$ cat src/rtl/fetch_seq.sv
// fetch_seq: four-phase fetch/read/execute/writeback sequencer.
// It fetches one instruction word, reads two register operands, waits one
// cycle for the external ALU, then writes back or redirects the PC.
// An HLT instruction parks the sequencer until reset.
module fetch_seq #(
  parameter logic [15:0] RESET_PC = 16'h0000,
  parameter int          NREG     = 8
) (
  input  logic        CLK,
  input  logic        RST,
  output logic        imem_req,
  output logic [15:0] imem_addr,
  input  logic        imem_ack,
  input  logic [15:0] imem_data,
  input  logic [15:0] q,
  output logic [3:0]  ph,
  output logic [15:0] pc,
  output logic [15:0] ir,
  output logic [15:0] sr1,
  output logic [15:0] sr2,
  output logic        halt
);

  // One-hot phase encoding doubles as the ph output; all-zero means halted.
  typedef enum logic [3:0] {
    S_HALT = 4'b0000,
    S_PH0  = 4'b0001,
    S_PH1  = 4'b0010,
    S_PH2  = 4'b0100,
    S_PH3  = 4'b1000
  } phase_e;

  localparam logic [4:0] OP_ADD = 5'b00001;
  localparam logic [4:0] OP_LI  = 5'b00010;
  localparam logic [4:0] OP_B   = 5'b00011;
  localparam logic [4:0] OP_BNZ = 5'b00100;
  localparam logic [4:0] OP_HLT = 5'b11111;

  phase_e      state_q;
  logic [15:0] pc_q, pc_d;
  logic [15:0] ir_q;
  logic [15:0] sr1_q, sr2_q;
  logic        halt_q;
  logic [15:0] regs_q [NREG];

  logic [4:0]  op;
  logic [2:0]  rd, rs;
  logic [15:0] rd_val, rs_val;
  logic [15:0] pc_inc;
  logic        wr_en;

  assign op = ir_q[15:11];
  assign rd = ir_q[10:8];
  assign rs = ir_q[7:5];

  // Operand read; indices beyond the implemented register count read zero.
  always_comb begin
    rd_val = '0;
    rs_val = '0;
    if (32'(rd) < NREG) rd_val = regs_q[rd];
    if (32'(rs) < NREG) rs_val = regs_q[rs];
  end

  // Sequential PC wraps naturally at 16 bits.
  assign pc_inc = pc_q + 16'd1;

  // Writeback PC selection; only meaningful in PH3.
  always_comb begin
    pc_d = pc_q;
    if (state_q == S_PH3) begin
      case (op)
        OP_B:    pc_d = q;
        OP_BNZ:  pc_d = (sr1_q != 16'h0000) ? q : pc_inc;
        OP_HLT:  pc_d = pc_q;
        default: pc_d = pc_inc;
      endcase
    end
  end

  // Register file write only happens in PH3, so it never collides with the
  // PH1 operand read and no bypass path is required.
  assign wr_en = (state_q == S_PH3) && ((op == OP_ADD) || (op == OP_LI));

  // Register file: cleared on reset, written with the ALU result.
  always_ff @(posedge CLK or posedge RST) begin
    if (RST) begin
      for (int i = 0; i < NREG; i++) regs_q[i] <= '0;
    end else if (wr_en && (32'(rd) < NREG)) begin
      regs_q[rd] <= q;
    end
  end

  // Phase FSM with its architectural state (pc, ir, operands, halt).
  always_ff @(posedge CLK or posedge RST) begin
    if (RST) begin
      state_q <= S_PH0;
      pc_q    <= RESET_PC;
      ir_q    <= '0;
      sr1_q   <= '0;
      sr2_q   <= '0;
      halt_q  <= 1'b0;
    end else begin
      case (state_q)
        // Fetch: hold until memory acknowledges, however long that takes.
        S_PH0: begin
          if (imem_ack) begin
            ir_q    <= imem_data;
            state_q <= S_PH1;
          end
        end
        // Operand read; BNZ tests the rd operand via sr1.
        S_PH1: begin
          sr1_q   <= rd_val;
          sr2_q   <= rs_val;
          state_q <= S_PH2;
        end
        // Execute: the external ALU registers q on this edge.
        S_PH2: begin
          state_q <= S_PH3;
        end
        // Writeback / branch resolution.
        S_PH3: begin
          pc_q <= pc_d;
          if (op == OP_HLT) begin
            state_q <= S_HALT;
            halt_q  <= 1'b1;
          end else begin
            state_q <= S_PH0;
          end
        end
        // Halted stays halted; any corrupted encoding also parks here so
        // ph never shows a non-one-hot value.
        default: begin
          state_q <= S_HALT;
          halt_q  <= 1'b1;
        end
      endcase
    end
  end

  assign imem_req  = (state_q == S_PH0) && !halt_q;
  assign imem_addr = pc_q;
  assign ph        = state_q;
  assign pc        = pc_q;
  assign ir        = ir_q;
  assign sr1       = sr1_q;
  assign sr2       = sr2_q;
  assign halt      = halt_q;

endmodule

$ cat config.mk
export PLATFORM = sky130hd
export DESIGN_NAME = fetch_seq
export DESIGN_NICKNAME = d
export VERILOG_FILES = /design/src/rtl/fetch_seq.sv
export SDC_FILE = /design/constraint.sdc
export NUM_CORES = 1
export LEC_CHECK = 0
export CORE_MARGIN = 5
export CORE_UTILIZATION = 25
export DETAILED_ROUTE_END_ITERATION = 16
export GPL_TIMING_DRIVEN = 0
export PLACE_DENSITY = 0.45
export SLEW_MARGIN = 20
export SYNTH_ARGS = -nofsm -noshare
export SYNTH_HDL_FRONTEND = slang
export SYNTH_SLANG_ARGS = --single-unit
$ cat constraint.sdc
create_clock -name CLK -period 13.7 [get_ports CLK]
set_input_delay 2.055 -clock CLK [delete_from_list [all_inputs] [get_ports CLK]]
set_output_delay 2.055 -clock CLK [all_outputs]
set_load 0.03 [all_outputs]
**Word level (Yosys, flattened, before mapping)**

Index checks and enable logic that the tools add are counted.
W data, S select, Z words.

- Flip-flop bits (word level): 197
- Input bits: 35
- Output and inout port bits: 86
- Word-level logic and storage cells: 59

- Add/sub/neg operators: 1
- $lt $le $gt $ge: 3
- Eq/ne operators: 11
- Muxes and demuxes: 16
- Bitwise operators: 4
- Reductions and logical operators: 10

Operator list:

| cell | count |
|---|---|
| $bwmux W128 | 1 |
| $bmux W16 S3 | 2 |
| $mux W16 | 6 |
| $demux W16 S3 | 1 |
| $pmux W16 S3 | 1 |
| $add A16 B1 Y16 const B | 1 |
| $pmux W4 S4 | 1 |
| $reduce_bool A16 Y1 | 1 |
| $eq A5 B2 Y1 const B | 2 |
| $ge A4 B4 Y1 const B | 2 |
| $not A3 Y4 | 2 |
| $reduce_and A2 Y1 | 3 |
| $eq A5 B1 Y1 const B | 1 |
| $eq A5 B3 Y1 const B | 1 |
| $eq A5 B5 Y1 const B | 1 |
| $eq A4 B1 Y1 const B | 1 |
| $eq A4 B2 Y1 const B | 1 |
| $eq A4 B3 Y1 const B | 1 |
| $eq A4 B4 Y1 const B | 1 |
| $lt A4 B1 Y1 const B | 1 |
| $mux W4 | 1 |
| $logic_and A1 B1 Y1 | 3 |
| $reduce_or A3 Y1 | 1 |
| $mux W1 | 2 |
| 6 further kinds | 7 |

**Depth between registers and ports, before layout**

Gate-level depths: netlist (run 1).

- Word-level depth: 6
- Mapped depth: 6

**Least setup slack after synthesis (run 1)**

No wires, ideal clock.

- Path kind: register to output
- Start point: reg state_q[0] (netlist: ph[0])
- End point: out imem_req
- Arrival time: 1.696 ns
- Data required time: 11.645 ns
- Setup slack: 9.949 ns
- Cell stages (with the launch flop): 3
- Cell sequence: dfstp_2 > or4b_2 > nor2_1

- Word-level cells in the longest chain between the ends: 2

RTL lines:

| what | RTL line | text |
|---|---|---|
| start: declaration | 39 | `phase_e state_q;` |
| start signal: assignment | 96 | `state_q <= S_PH0;` |
| start signal: assignment | 108 | `state_q <= S_PH1;` |
| start signal: assignment | 115 | `state_q <= S_PH2;` |
| $eq A4 B1 Y1 | 141 | `assign imem_req = (state_q == S_PH0) && !halt_q;` |
| $logic_and A1 B1 Y1 | 141 |  |
| end: declaration | 11 | `output logic imem_req,` |

Every way passes these cells.

**Worst setup path in the final report (run 1)**

Ends and elaborated chain as after synthesis.

==> results.sh, run 1 <==
export IMPL_run_status="finished, final reports clean"
export IMPL_insertion_delay_ns=0.45
export IMPL_fmax_mhz=222
export IMPL_crit_arrival_ns=2.44
export IMPL_clock_sinks=197
export IMPL_numCtsBuffers=17
export IMPL_placed_cells_incl_taps=1373
export IMPL_groute_usage_overall_pct=15.3
export IMPL_syn_to_final_growth_pct=24.9
export IMPL_tightest_slew_ns=1.09
export IMPL_vias=6819
export IMPL_place_congestion=0.784
export IMPL_pwr_density_cell_mw_per_mm2=190
export IMPL_design_final_nets=911
export IMPL_postSynthCellCount=733
export IMPL_synthesis_area_mm2=0.00989
export IMPL_die_area_mm2=0.0436
export IMPL_maxSlewHeadroom_pct=27.3
export IMPL_setup_total_neg_slack_ns=0
export IMPL_fp_dieW_um=209
export IMPL_final_core_utilization_pct=31.7
export IMPL_placement_rows=72
export IMPL_finalClockSkew_ns=0.0139
export IMPL_detail_route_antenna_nets=0
export IMPL_largest_net_degree_at_the_start_of_global_routing=99
export IMPL_clock_tree_from_tritoncts="yes"
export IMPL_synth_enable_flop_cells=0
export IMPL_core_area_mm2=0.0389
export IMPL_drt_pass1_iter_count=5
export IMPL_synth_main_ff_cell="sky130_fd_sc_hd__dfrtp_1"
export IMPL_wl_mm=33.2
export IMPL_r2r_start="ph[2]"
export IMPL_ff2ff_path_depth=4
export IMPL_detailedRoute_firstIterationViolations=384
export IMPL_sequential_cell_area_mm2=0.00493
export IMPL_multi_input_area_mm2=0.00460
export IMPL_floorplan_io_pins=121
export IMPL_pre_cts_ws_ns=9.66
export IMPL_hold_path_class="flop to flop"
export IMPL_stdcell_count=1405
export IMPL_clock_root_buffer="sky130_fd_sc_hd__clkbuf_16"
export IMPL_cap_viol_max_count=0
export IMPL_element_type_at_the_critical_path_end="output port"
export IMPL_holdBufCountCts=0
export IMPL_first_global_vias=7107
export IMPL_cp_start_kind="flop"
export IMPL_number_of_antenna_violations_at_the_first_check_in_global_routing=0
export IMPL_rsz_0062_raised_after_global_routing="no"
export IMPL_crit_path_max_incr_delay_ns=0.68
export IMPL_beginning_of_the_critical_path="ph[0]"
export IMPL_required_ns=11.64
export IMPL_path_max_fanout=6
export IMPL_via_per_inst=4.85
export IMPL_syn_num_nets=770
export IMPL_dpl_instance_area_mm2=0.0118
export IMPL_drcViolationCount=0
export IMPL_fraction_of_registers_with_async_set_reset_pct=100
export IMPL_worstSetupPathType="flop to output port"
export IMPL_clock_tree_htree_level_count=4
export IMPL_cts_reportedPaths_clkPinSlew_ns=0.07
export IMPL_critical_path_cell_chain="or4b_2 -> nor2_1 -> clkdlybuf4s50_1"
export IMPL_ys_types=51
export IMPL_setup_viol_count_final=0
export IMPL_initial_cell_density_of_the_core_pct=25.4
export IMPL_portBuffers=120
export IMPL_ir_drop_mv=0.0696
export IMPL_finalInstanceArea_mm2=0.0124
export IMPL_fin_hold_ws_ns=0.479
export IMPL_final_layout_size_suffix_gt1_share_pct=25.7
export IMPL_r2r_end="sr2[7]"
export IMPL_mean_syn_cell_area_um2=13.5
export IMPL_post_layout_total_power_mw=2.35
export IMPL_antenna_diode_count=0
export IMPL_dp_final_hpwl_mm=22.6
export IMPL_clock_path_buffers=2
export IMPL_library_cell_contributing_the_largest_single_delay_on_the_critical_path="sky130_fd_sc_hd__clkdlybuf4s50_1"
export IMPL_wire_length_per_cell_um=23.6
export IMPL_die_height_um=209
export IMPL_critical_path_endpoint="imem_req"
export IMPL_leakagePower_nw=5.17
export IMPL_regToRegSetupSlack_ns=10.87
export IMPL_grt_pass1_wl_mm=50.0
export IMPL_finalMaxSlewViolations=0
export IMPL_cts_setup_buffers=0
export IMPL_fillCellCount=3934
export IMPL_hold_viol=0
export IMPL_synth_warn=0
export IMPL_period_needed_ns=4.50
export IMPL_post_cts_resize_count=0
export IMPL_yosys_register_bits=197
export IMPL_min_setup_slack_post_route_ns=9.20
export IMPL_timing_final_crit_share_pct=32.8
export IMPL_share_of_the_yosys_chip_area_belonging_to_registers_pct=49.9
export IMPL_grt_overflow_total=0
## where the power goes
group | switching (mW) | leakage (nW) | internal, mW | total, mW
clock network | 0.245 | 0.265 | 0.246 | 0.492
registers | 0.107 | 2.46 | 0.688 | 0.794
logic | 0.607 | 2.45 | 0.456 | 1.06
total | 0.959 | 5.17 | 1.39 | 2.35
## synthesized netlist by cell type (15+ instances only)
cell type / number / area share (%)
sky130_fd_sc_hd__buf_4: 18 / 1.4
sky130_fd_sc_hd__mux2_2: 78 / 8.9
sky130_fd_sc_hd__mux2i_1: 38 / 3.8
sky130_fd_sc_hd__clkbuf_1: 20 / 0.76
sky130_fd_sc_hd__nand3_1: 15 / 0.76
sky130_fd_sc_hd__nor2_1: 38 / 1.4
sky130_fd_sc_hd__buf_2: 17 / 0.86
sky130_fd_sc_hd__a21oi_1: 40 / 2.0
sky130_fd_sc_hd__mux4_2: 64 / 15
sky130_fd_sc_hd__nand2_1: 70 / 2.7
sky130_fd_sc_hd__dfrtp_1: 196 / 50
sky130_fd_sc_hd__mux2_1: 50 / 5.7
## critical path: cells and delay by family (launching register included)
kind / cells / cell delay [ns]
DFF: 1 / 0.60
buffers and inverters: 1 / 0.68
and+or+nand+nor: 2 / 0.72
## final cells by class
| class | count | share of cell area [%] |
|---|---|---|
| timing repair buffer | 122 | 10.2 |
| sequential | 197 | 39.9 |
| clock inverter | 12 | 0.760 |
| multi-input combinational | 468 | 37.2 |
| clock buffer | 20 | 3.70 |
| buffer | 63 | 2.76 |
| tap | 518 | 5.25 |
| inverter | 5 | 0.213 |
## registers in the layout, indices dropped and copies added, names as in the netlist
| signal | flops |
|---|---|
| regs_q | 128 |
| imem_addr | 16 |
| sr2 | 16 |
| ir | 16 |
| halt | 1 |
| ph | 4 |
| sr1 | 16 |
## cells by family after synthesis
kind of cell / share of synthesized area [%]
flops: 49.9
fa+ha+maj: 0.253
simple gates: 8.98
mux: 33.0
buf+inv: 3.63
compound gates: 4.18
xor+xnor: 0.0886
## worst min path at each step
stage | from | end | cells past startpoint
floorplan | regs_q[16] | regs_q[16] | 1
global placement | ir[2] | ir[2] | 2
detailed placement | ir[2] | ir[2] | 2
CTS | ir[2] | ir[2] | 2
global route | ir[2] | ir[2] | 2
finish | ir[2] | ir[2] | 2
## layout by cell type, fill, tap and decap left out, types with 4 or more instances in the layout
cell                              Yosys  routed
sky130_fd_sc_hd__dfrtp_1            196     196
sky130_fd_sc_hd__clkdlybuf4s50_1      0     120
sky130_fd_sc_hd__mux2_2              78      78
sky130_fd_sc_hd__nand2_1             70      70
sky130_fd_sc_hd__mux4_2              64      64
sky130_fd_sc_hd__mux2_1              50      50
sky130_fd_sc_hd__a21oi_1             40      40
sky130_fd_sc_hd__mux2i_1             38      38
sky130_fd_sc_hd__nor2_1              38      38
sky130_fd_sc_hd__clkbuf_1            20      21
sky130_fd_sc_hd__buf_4               18      18
sky130_fd_sc_hd__buf_2               17      17
sky130_fd_sc_hd__clkbuf_16            0      17
sky130_fd_sc_hd__nand3_1             15      15
sky130_fd_sc_hd__a2bb2oi_1            8       8
sky130_fd_sc_hd__nor4_1               8       8
sky130_fd_sc_hd__o21ai_0              7       7
sky130_fd_sc_hd__nand4_1              7       7
sky130_fd_sc_hd__inv_6                0       7
sky130_fd_sc_hd__buf_1                6       6
sky130_fd_sc_hd__or4_1                4       4
## per-layer routing
layer,vias up,part of all wire (%),track usage [%]
met5,-,0,0
met4,0,1.3,3.49
met3,24,4.6,2.98
met2,173,48,25.1
met1,3606,46,21.2
li1,3016,-,-
(Power assumes the default switching activity.)
==> inputs of run 2 (changes only) <==
==> constraint.sdc (replaced) <==
create_clock -name CLK -period 4.7 [get_ports CLK]
set_input_delay 0.705 -clock CLK [delete_from_list [all_inputs] [get_ports CLK]]
set_output_delay 0.705 -clock CLK [all_outputs]
set_load 0.03 [all_outputs]
==> run 2 against run 1 <==
Effect of this change: combinational power rose to 2.9 times the previous value; via count fell by 0.43%; cell count rose by 0.28%; hold slack got worse by 0.00072 ns; register-to-register slack got worse by 9.1 ns; first-iteration DRC count rose by 29%; sequential share of layout area fell by 0.23 points; largest cell class unchanged.
==> results.sh, run 2 (synthesis results as in run 1) <==
export IMPL_period_needed_ns=3.16
export IMPL_first_global_vias=7280
export IMPL_fp_dieW_um=209
export IMPL_r2r_start="ph[2]"
export IMPL_grt_overflow_total=0
export IMPL_pwr_density_cell_mw_per_mm2=552
export IMPL_cap_viol_max_count=0
export IMPL_wl_mm=32.9
export IMPL_run_status="finished, final reports clean"
export IMPL_vias=6790
export IMPL_initial_cell_density_of_the_core_pct=25.4
export IMPL_timing_final_crit_share_pct=67.3
export IMPL_rsz_0062_raised_after_global_routing="no"
export IMPL_hold_path_class="flop to flop"
export IMPL_antenna_diode_count=0
export IMPL_min_setup_slack_post_route_ns=1.54
export IMPL_fin_hold_ws_ns=0.479
export IMPL_number_of_antenna_violations_at_the_first_check_in_global_routing=1
export IMPL_groute_usage_overall_pct=15.2
export IMPL_die_area_mm2=0.0436
export IMPL_numCtsBuffers=17
export IMPL_final_layout_size_suffix_gt1_share_pct=26.2
export IMPL_ff2ff_path_depth=4
export IMPL_registers_top_by_ff_count="regs_q"
export IMPL_path_max_fanout=6
export IMPL_finalMaxSlewViolations=0
export IMPL_beginning_of_the_critical_path="ph[0]"
export IMPL_finalClockSkew_ns=0.0194
export IMPL_finalInstanceArea_mm2=0.0124
export IMPL_worstSetupPathType="flop to output port"
export IMPL_detailedRoute_firstIterationViolations=495
export IMPL_tightest_slew_ns=1.09
export IMPL_grt_pass1_wl_mm=49.9
export IMPL_portBuffers=120
export IMPL_drt_pass1_iter_count=4
export IMPL_hold_viol=0
export IMPL_min_to="ir[2]"
export IMPL_leakagePower_nw=5.21
export IMPL_die_height_um=209
export IMPL_p_comb_share_pct=45.1
export IMPL_dpl_instance_area_mm2=0.0119
export IMPL_internal_power_mw=4.04
export IMPL_placement_rows=72
export IMPL_post_layout_total_power_mw=6.85
export IMPL_required_ns=3.99
export IMPL_r2r_end="sr2[10]"
export IMPL_core_area_mm2=0.0389
export IMPL_ir_drop_mv=0.242
export IMPL_wire_length_per_cell_um=23.3
export IMPL_holdBufCountCts=0
export IMPL_final_common_cell="sky130_fd_sc_hd__dfrtp_1"
export IMPL_clock_root_buffer="sky130_fd_sc_hd__clkbuf_16"
export IMPL_power_share_switching_pct=41.0
export IMPL_p_switching_mw=2.81
export IMPL_min_delay_path_depth=2
export IMPL_detail_route_antenna_nets=0
export IMPL_cts_setup_buffers=0
export IMPL_clock_power_share_pct=21.1
export IMPL_clock_tree_htree_level_count=4
export IMPL_cts_reportedPaths_clkPinSlew_ns=0.07
export IMPL_place_congestion=0.767
export IMPL_pre_cts_ws_ns=1.78
export IMPL_worst_hold_startpoint="ir[2]"
export IMPL_floorplan_io_pins=121
export IMPL_setup_viol_count_final=0
export IMPL_layout_common_cells="196 x sky130_fd_sc_hd__dfrtp_1, 120 x sky130_fd_sc_hd__clkdlybuf4s50_1, 78 x sky130_fd_sc_hd__mux2_2, 70 x sky130_fd_sc_hd__nand2_1, 64 x sky130_fd_sc_hd__mux4_2"
export IMPL_cp_start_kind="flop"
export IMPL_drcViolationCount=0
export IMPL_clock_tree_from_tritoncts="yes"
export IMPL_largest_register_ff_count=128
export IMPL_dp_final_hpwl_mm=22.8
export IMPL_element_type_at_the_critical_path_end="output port"
export IMPL_fmax_mhz=316
export IMPL_design_final_nets=915
export IMPL_via_per_inst=4.82
export IMPL_clock_path_buffers=2
export IMPL_regToRegSetupSlack_ns=1.79
export IMPL_largest_net_degree_at_the_start_of_global_routing=32
export IMPL_insertion_delay_ns=0.46
export IMPL_post_cts_resize_count=0
export IMPL_clock_sinks=197
export IMPL_seq_power_share_pct=33.7
export IMPL_crit_arrival_ns=2.46
export IMPL_maxSlewHeadroom_pct=27.5
export IMPL_syn_to_final_growth_pct=25.6
[run 2: cell count changes in the layout (fill, tap and decap cells not counted), sizes merged]
cell    change
buf         +4
clkinv      +3
clkbuf      -3
[run 2: how the worst max path moves through the flow]
stage / endpoint / slack (ns)
floorplan: halt / 1.45
global placement: regs_q[36] / -0.50
detailed placement: sr2[10] / 1.78
CTS: imem_req / 1.51
global route: imem_req / 1.43
finish: imem_req / 1.54
[run 2: critical path: stages (launching register included)]
cell and delay [ns]:
sky130_fd_sc_hd__dfstp_2 0.60, sky130_fd_sc_hd__or4b_2 0.61, sky130_fd_sc_hd__nor2_1 0.12, sky130_fd_sc_hd__clkdlybuf4s50_1 0.69
[run 2: routing by layer]
metal	part of all wire, %	wire, µm	up-vias	global-route usage (%)
met5	0	0	-	0
met4	1.3	415	0	3.20
met3	4.9	1600	21	2.97
met2	49	16100	167	25.3
met1	45	14700	3592	20.8
li1	-	-	3010	-
[run 2: cell type report]
class                           instances  area, µm²
Timing Repair Buffer                  126       1320
Buffer                                 63        340
Inverter                                5       22.5
Sequential cell                       197       4930
Fill cell                            3923      26500
Tap cell                              518        648
Clock buffer                           17        425
Multi-Input combinational cell        468       4600
Clock inverter                         15        136
[run 2: through the flow]
| step | instances | setup TNS, ns | util (%) |
|---|---|---|---|
| detailed placement | 1377 | 0 | 30.5 |
| global route | 1409 | 0 | 31.9 |
| global placement | 1371 | -93.75 | 30.2 |
| floorplan | 733 | 0 | - |
| finish | 1409 | 0 | 31.9 |
| CTS | 1409 | 0 | 31.9 |
[run 2: power groups by stage]
stage / Combinational, mW / Sequential, mW / Clock (mW)
after floorplan: 1.50 / 2.73 / 0
after global placement: 3.13 / 2.35 / 0
after detailed placement: 3.14 / 2.35 / 0
after CTS: 3.15 / 2.32 / 1.50
after global routing: 3.30 / 2.36 / 1.56
final: 3.09 / 2.31 / 1.45
